$ cat src/rtl/register_dump_reader_if.sv
// Debug register-dump link: start/abort control, register-file read port and the
// valid/ready beat stream towards the trace link.
interface register_dump_reader_if #(
   parameter int unsigned ADDR_W = 5,
   parameter int unsigned DATA_W = 32
);
   logic              Start;
   logic              Abort;
   logic [ADDR_W-1:0] StartAddress;
   logic [ADDR_W-1:0] EndAddress;
   logic [ADDR_W-1:0] ReadRegAddress;
   logic [DATA_W-1:0] ReadData;
   logic              OutValid;
   logic              OutReady;
   logic [ADDR_W-1:0] OutAddress;
   logic [DATA_W-1:0] OutData;
   logic              OutLast;
   logic              Busy;
   logic              Done;
   logic              RangeError;

   // Reader side (the dump engine)
   modport master (
      input  Start, Abort, StartAddress, EndAddress, ReadData, OutReady,
      output ReadRegAddress, OutValid, OutAddress, OutData, OutLast, Busy, Done, RangeError
   );

   // Requester / register file / trace link side
   modport slave (
      output Start, Abort, StartAddress, EndAddress, ReadData, OutReady,
      input  ReadRegAddress, OutValid, OutAddress, OutData, OutLast, Busy, Done, RangeError
   );
endinterface

$ cat src/rtl/register_dump_reader.sv
// Walks an inclusive register range through one read port of the register file and
// streams (address, data) beats out over valid/ready. Read-only: never writes.
module register_dump_reader #(
   parameter int unsigned ADDR_W = 5,
   parameter int unsigned DATA_W = 32
) (
   input logic                    Clock,
   input logic                    Reset,
   register_dump_reader_if.master bus
);

   typedef enum logic [1:0] {StIdle, StFetch, StSend, StDone} stateT;

   stateT             stateQ, stateD;
   logic [ADDR_W-1:0] pointerQ, pointerD;
   logic [ADDR_W-1:0] endQ, endD;
   logic [ADDR_W-1:0] outAddressQ, outAddressD;
   logic [DATA_W-1:0] outDataQ, outDataD;
   logic              outLastQ, outLastD;
   logic              rangeErrorQ, rangeErrorD;

   // Next-state, pointer advance and beat capture
   always_comb begin
      stateD      = stateQ;
      pointerD    = pointerQ;
      endD        = endQ;
      outAddressD = outAddressQ;
      outDataD    = outDataQ;
      outLastD    = outLastQ;
      rangeErrorD = 1'b0;
      unique case (stateQ)
         StIdle: begin
            if (bus.Start) begin
               pointerD = bus.StartAddress;
               endD     = bus.EndAddress;
               if (bus.EndAddress >= bus.StartAddress) begin
                  stateD = StFetch;
               end else begin
                  rangeErrorD = 1'b1;
               end
            end
         end
         StFetch: begin
            if (bus.Abort) begin
               stateD = StIdle;
            end else begin
               // Read data is combinational; capture it at the edge ending FETCH
               outDataD    = bus.ReadData;
               outAddressD = pointerQ;
               outLastD    = (pointerQ == endQ);
               stateD      = StSend;
            end
         end
         StSend: begin
            if (bus.Abort) begin
               // Abort beats an accepted last beat, so no Done is issued
               stateD = StIdle;
            end else if (bus.OutReady) begin
               if (outLastQ) begin
                  stateD = StDone;
               end else begin
                  // Only advance when not last, so a range ending at the top never wraps
                  pointerD = pointerQ + ADDR_W'(1);
                  stateD   = StFetch;
               end
            end
         end
         StDone: begin
            stateD = StIdle;
         end
         default: begin
            stateD = StIdle;
         end
      endcase
   end

   // State and datapath registers, asynchronously cleared
   always_ff @(posedge Clock or posedge Reset) begin
      if (Reset) begin
         stateQ      <= StIdle;
         pointerQ    <= '0;
         endQ        <= '0;
         outAddressQ <= '0;
         outDataQ    <= '0;
         outLastQ    <= 1'b0;
         rangeErrorQ <= 1'b0;
      end else begin
         stateQ      <= stateD;
         pointerQ    <= pointerD;
         endQ        <= endD;
         outAddressQ <= outAddressD;
         outDataQ    <= outDataD;
         outLastQ    <= outLastD;
         rangeErrorQ <= rangeErrorD;
      end
   end

   // Read address is parked at 0 while idle so the port is quiet between dumps
   assign bus.ReadRegAddress = (stateQ == StIdle) ? '0 : pointerQ;
   assign bus.OutValid       = (stateQ == StSend);
   assign bus.OutAddress     = outAddressQ;
   assign bus.OutData        = outDataQ;
   assign bus.OutLast        = outLastQ;
   assign bus.Busy           = (stateQ != StIdle);
   assign bus.Done           = (stateQ == StDone);
   assign bus.RangeError     = rangeErrorQ;

endmodule

$ cat src/flat_wrapper.sv
// flat-port wrapper written by rule: the top's interface ports become plain ports
module register_dump_reader_flat 
#(
   parameter int unsigned ADDR_W = 5,
   parameter int unsigned DATA_W = 32
)
  (Clock, Reset, bus_Start, bus_Abort, bus_StartAddress, bus_EndAddress, bus_ReadData, bus_OutReady, bus_ReadRegAddress, bus_OutValid, bus_OutAddress, bus_OutData, bus_OutLast, bus_Busy, bus_Done, bus_RangeError);
  register_dump_reader_if #(.ADDR_W(ADDR_W), .DATA_W(DATA_W)) bus_i ();
  input logic Clock;
  input logic Reset;
  input wire logic [$bits(bus_i.Start)-1:0] bus_Start;
  input wire logic [$bits(bus_i.Abort)-1:0] bus_Abort;
  input wire logic [$bits(bus_i.StartAddress)-1:0] bus_StartAddress;
  input wire logic [$bits(bus_i.EndAddress)-1:0] bus_EndAddress;
  input wire logic [$bits(bus_i.ReadData)-1:0] bus_ReadData;
  input wire logic [$bits(bus_i.OutReady)-1:0] bus_OutReady;
  output wire logic [$bits(bus_i.ReadRegAddress)-1:0] bus_ReadRegAddress;
  output wire logic [$bits(bus_i.OutValid)-1:0] bus_OutValid;
  output wire logic [$bits(bus_i.OutAddress)-1:0] bus_OutAddress;
  output wire logic [$bits(bus_i.OutData)-1:0] bus_OutData;
  output wire logic [$bits(bus_i.OutLast)-1:0] bus_OutLast;
  output wire logic [$bits(bus_i.Busy)-1:0] bus_Busy;
  output wire logic [$bits(bus_i.Done)-1:0] bus_Done;
  output wire logic [$bits(bus_i.RangeError)-1:0] bus_RangeError;
  assign bus_i.Start = bus_Start;
  assign bus_i.Abort = bus_Abort;
  assign bus_i.StartAddress = bus_StartAddress;
  assign bus_i.EndAddress = bus_EndAddress;
  assign bus_i.ReadData = bus_ReadData;
  assign bus_i.OutReady = bus_OutReady;
  assign bus_ReadRegAddress = bus_i.ReadRegAddress;
  assign bus_OutValid = bus_i.OutValid;
  assign bus_OutAddress = bus_i.OutAddress;
  assign bus_OutData = bus_i.OutData;
  assign bus_OutLast = bus_i.OutLast;
  assign bus_Busy = bus_i.Busy;
  assign bus_Done = bus_i.Done;
  assign bus_RangeError = bus_i.RangeError;
  register_dump_reader #(.ADDR_W(ADDR_W), .DATA_W(DATA_W)) u_core (.Clock(Clock), .Reset(Reset), .bus(bus_i));
endmodule
$ cat config.mk
export PLATFORM = sky130hd
export DESIGN_NAME = register_dump_reader_flat
export DESIGN_NICKNAME = d
export VERILOG_FILES = /design/src/rtl/register_dump_reader_if.sv /design/src/rtl/register_dump_reader.sv /design/src/flat_wrapper.sv
export SDC_FILE = /design/constraint.sdc
export NUM_CORES = 1
export LEC_CHECK = 0
export CORE_MARGIN = 4
export CORE_UTILIZATION = 38
export CTS_CLUSTER_SIZE = 20
export DETAILED_ROUTE_END_ITERATION = 7
export PLACE_DENSITY = 0.73
export SYNTH_ARGS = -nofsm -noshare
export SYNTH_HDL_FRONTEND = slang
export SYNTH_SLANG_ARGS = --single-unit
$ cat constraint.sdc
create_clock -name Clock -period 1.91 [get_ports Clock]
set_input_delay 0.191 -clock Clock [delete_from_list [all_inputs] [get_ports Clock]]
set_output_delay 0.191 -clock Clock [all_outputs]
set_load 0.01 [all_outputs]
* Word level (Yosys, flattened, before mapping)
Index checks and enable logic that the tools add are counted.
Widths: inputs -> output; s select.
** Operators by class
- Add/subtract/negate cells :: 1
- $lt $le $gt $ge :: 1
- Equal/unequal tests :: 10
- Muxes and demuxes :: 16
- Bitwise gates (word level) :: 1
- Reduce and logical (&&, ||, !) cells :: 7
** Operators by type and width (number)
- $mux 5 :: 5
- $mux 2 :: 6
- $pmux 5 s2 :: 1
- $ne 2x2->1 const B :: 4
- $pmux 2 s4 :: 1
- $add 5x1->5 const B :: 1
- $eq 5x5->1 :: 1
- $ge 5x5->1 :: 1
- $reduce_and 5->1 :: 1
- $eq 2x2->1 const B :: 2
- $reduce_and 2->1 :: 2
- $reduce_bool 2->1 :: 2
- $mux 1 :: 3
- $ne 3x3->1 const B :: 1
- $reduce_and 3->1 :: 1
- $eq 2x1->1 const B :: 1
- $logic_not 2->1 :: 1
- $ne 2x1->1 const B :: 1
- $not 1->1 :: 1
** Storage, ports and cells
- Register bits :: 51
- Bits of input ports :: 47
- Output and inout port bits :: 47

* Logic depth before layout (Yosys ltp)
- Depth after elaboration :: 5
- Gate-level depth with buffers :: 6

* Least setup slack after synthesis
No wires, ideal clock.
- Path type :: register -> register
- Start point :: register u_core.stateQ[0]
- End point :: register u_core.outDataQ[10], in the netlist u_core.bus.OutData[10]
- Setup time :: 125 ps
- Arrival :: 1345 ps
- Required time :: 1785 ps
- Slack :: 440 ps
- Cell stages (with the launch flop) :: 6
- Period minus slack after synthesis :: 1470 ps
- Path through :: dfrtp_1 nor2b_1 and2b_1 buf_4 buf_6 mux2_2
** On the way
- Longest elaborated chain between the ends :: 2
** RTL lines
- start, declared :: RTL line register_dump_reader.sv:14 : stateT stateQ, stateD;
- start signal, assigned :: RTL line register_dump_reader.sv:80 : stateQ <= StIdle;
- start signal, assigned :: RTL line register_dump_reader.sv:88 : stateQ <= stateD;
- $eq 2x1->1 :: RTL line register_dump_reader.sv:31 : unique case (stateQ)
- $reduce_and 2->1 (no source line)
- end signal, assigned :: RTL line register_dump_reader.sv:92 : outDataQ <= outDataD;
- end, declared :: RTL line register_dump_reader.sv:18 : logic [DATA_W-1:0] outDataQ, outDataD;
Every way passes these cells.
A chain may end at the register's enable or synchronous reset.

* Final worst setup path
- Start point :: register u_core.stateQ[1]
- End point :: output port bus_OutValid
** On the way
- Longest elaborated chain between the ends :: 1
** RTL lines
- $eq 2x2->1 :: RTL line register_dump_reader.sv:100 : assign bus.OutValid = (stateQ == StSend);
- end, declared :: RTL line flat_wrapper.sv:18 : output wire logic [$bits(bus_i.OutValid)-1:0] bus_OutValid;
Every way passes these cells.

==> run metrics <==
status=completed; total power divided by cell area=roughly 1400 nW/um^2; Remaining Overflow, GRT=0; vias in the first global route=roughly 1800; Max Cap Viol=0; drt pass-1 iters=4; Syn Area/Cell=around 13 um^2; clock tree sinks=51; crit end category=primary output; Total Die Area=just over 7000 um^2; Setup Skew=roughly 0.0064 ns; Overall Global Routing Usage=0.1604; fmax=between 500 and 600 MHz; Final ANT Viol Nets=0; Worst Tran Pin Value=roughly 0.38 ns; Fin. Hold Viols=0; worst hold path type=in -> async; CTS Root Cell=clkbuf_8; Nets=324; critical path type=reg -> out; via count=between 1500 and 2000; FF+latch count, synth=between 50 and 60; first-pass GRT wire length=between 9 and 10 mm; RSZ-0062 raised after global routing=false; setup bufs post-CTS=0; Initial Util=0.4009; crit path max fanout=6; TritonCTS buffer count=5; CP arrival=1.61 ns; IO Port Bufs=93; WP data required=around 1.7 ns; Max transition margin=0.7479; # resized after CTS=0; critical path startpoint category=flip-flop; pin count of the biggest net entering global routing=between 50 and 60; Core Util, Final=0.6060; Final Setup Violations=0; Final Slew Violations=0; Routed wire per std cell=approximately 16 um; CTS tree=yes; H-tree depth=2; routed wire length=around 5.4 mm; DRT iter0 DRCs=50; # rows=27; post-route setup TNS=0 ns; Final HPWL DP=4.123 mm; CTS max path bufs=2; Hold Buf Count CTS=0; leakage power=roughly 0.0014 uW; die height=between 80 and 90 um; drc violations=0; Inserted Diodes=0; Vias per Instance=4.776; Peak supply drop=a little under 0.0006 V; FILL cells=between 400 and 500; gpl congestion=around 0.83; Die W=between 80 and 90 um; register area share after synthesis=0.5676; IO Count=between 90 and 100; fin crit share=0.9412; Synth-to-Final Area Change=51.14%; Hold WS=0.2469 ns; Syn Nets=roughly 230; Worst-Skew Late Latency=around 0.30 ns; layout cells sized above 1=0.1993; mapped cell area=approximately 2200 um^2; CTS clk-pin slew, worst paths=approximately 0.090 ns; yosys warns=0; crit path time final=between 1.5 and 2 ns; Cell variety after synth=29; initial antenna violation count=0; core region area=between 5000 and 6000 um^2; Cells after Synth=172
==> metal layers <==
metal  part of all wire  track usage  up-vias
met5                  0            0        -
met3              0.071      0.05049        5
met2               0.45       0.2512       66
li1                   -            -      789
met4              0.011      0.03885        0
met1               0.47       0.2178      778
==> final timing paths <==
kind,start,to,slack (ns),cells past startpoint
worst min-delay path,Reset,u_core.bus.OutData[20],0.25,3
worst min register to register,u_core.bus.OutData[26],u_core.bus.OutData[26],0.51,1
max in group asynchronous,Reset,u_core.bus.OutAddress[3],1.43,3
worst max register to register,u_core.stateQ[0],u_core.bus.OutData[24],0.30,4
worst max-delay path,u_core.stateQ[1],bus_OutValid,0.11,2
min in group Clock,bus_ReadData[12],u_core.bus.OutData[12],0.49,2
==> cells in the mapped netlist, drive strengths merged <==
cell | number | area, um^2
a211oi | 1 | 7.510
a21oi | 9 | 48.80
a311oi | 1 | 8.760
a31oi | 1 | 6.260
and2 | 2 | 12.51
and2b | 1 | 7.510
and3 | 5 | 31.28
buf | 5 | 33.78
dfrtp | 51 | 1276
ha | 6 | 75.07
inv | 9 | 33.78
mux2 | 41 | 461.7
mux2i | 2 | 20.02
nand2 | 4 | 15.01
nand2b | 5 | 31.28
nand3 | 2 | 10.01
nand3b | 1 | 7.510
nand4bb | 1 | 11.26
nor2 | 7 | 28.78
nor2b | 7 | 43.79
nor3 | 2 | 10.01
nor3b | 1 | 7.510
o21ai | 2 | 10.01
o22ai | 1 | 6.260
xnor2 | 5 | 43.79
==> critical path, stage by stage, from the launching register on <==
cell and delay [ns]:
dfrtp_1 0.47, nor2b_1 0.24, clkdlybuf4s50_1 0.60
==> report_power, final <==
| part | total, uW | internal [uW] | switching [uW] |
|---|---|---|---|
| clock | 719 | 384 | 335 |
| sequential | 1940 | 1590 | 352 |
| combinational | 2230 | 1420 | 806 |
| total | 4890 | 3390 | 1490 |
==> area by class of cell <==
cell class,count,area [um^2],area share
multi-input combinational,107,909.6,0.2677
clock inverter,1,30.03,0.008837
sequential,51,1276,0.3756
clock buffer,6,72.57,0.02135
inverter,9,33.78,0.009941
timing repair buffer,97,985.9,0.2901
tap,72,90.09,0.02651
==> sequential cells by signal, summed over array words and instances, names as in the netlist <==
signal / count
u_core.pointerQ: 5
u_core.bus.RangeError: 1
u_core.bus.OutAddress: 5
u_core.bus.OutLast: 1
u_core.bus.OutData: 32
u_core.stateQ: 2
u_core.endQ: 5
==> kinds of logic after synthesis <==
kind of cell             after synthesis  share of synthesized area
AND/OR/NAND/NOR                       38                    0.09627
adder cells (fa/ha/maj)                6                    0.03339
multiplexers                          43                     0.2142
AO/OA/AOI/OAI                         15                    0.03896
flip-flops                            51                     0.5676
buffers and inverters                 14                    0.03005
XOR/XNOR                               5                    0.01948
==> through the flow <==
stage / instances / setup slack [ns] / power, uW / cell area, um^2
final: 343 / 0.1123 / 4888 / 3398
after global routing: 343 / 0.03364 / 5228 / 3398
after CTS: 343 / 0.01038 / 4959 / 3393
after detailed placement: 336 / 0.1373 / 4230 / 3291
after global placement: 336 / 0.1849 / 4138 / 3291
after floorplan: 172 / 0.4397 / 2933 / 2248
==> layout by cell type, fill, tap and decap left out, drive strengths merged, types with 2 or more instances in the layout <==
| cell type | netlist | routed |
|---|---|---|
| clkdlybuf4s50 | 0 | 93 |
| nand2 | 4 | 4 |
| nand3 | 2 | 2 |
| and2 | 2 | 2 |
| dfrtp | 51 | 51 |
| clkbuf | 0 | 6 |
| ha | 6 | 6 |
| inv | 9 | 9 |
| mux2i | 2 | 2 |
| nor2b | 7 | 7 |
| buf | 5 | 4 |
| mux2 | 41 | 41 |
| nand2b | 5 | 5 |
| nor2 | 7 | 7 |
| xnor2 | 5 | 5 |
| nor3 | 2 | 2 |
| a21oi | 9 | 9 |
| o21ai | 2 | 2 |
| and3 | 5 | 5 |
(Power assumes the default switching activity.)
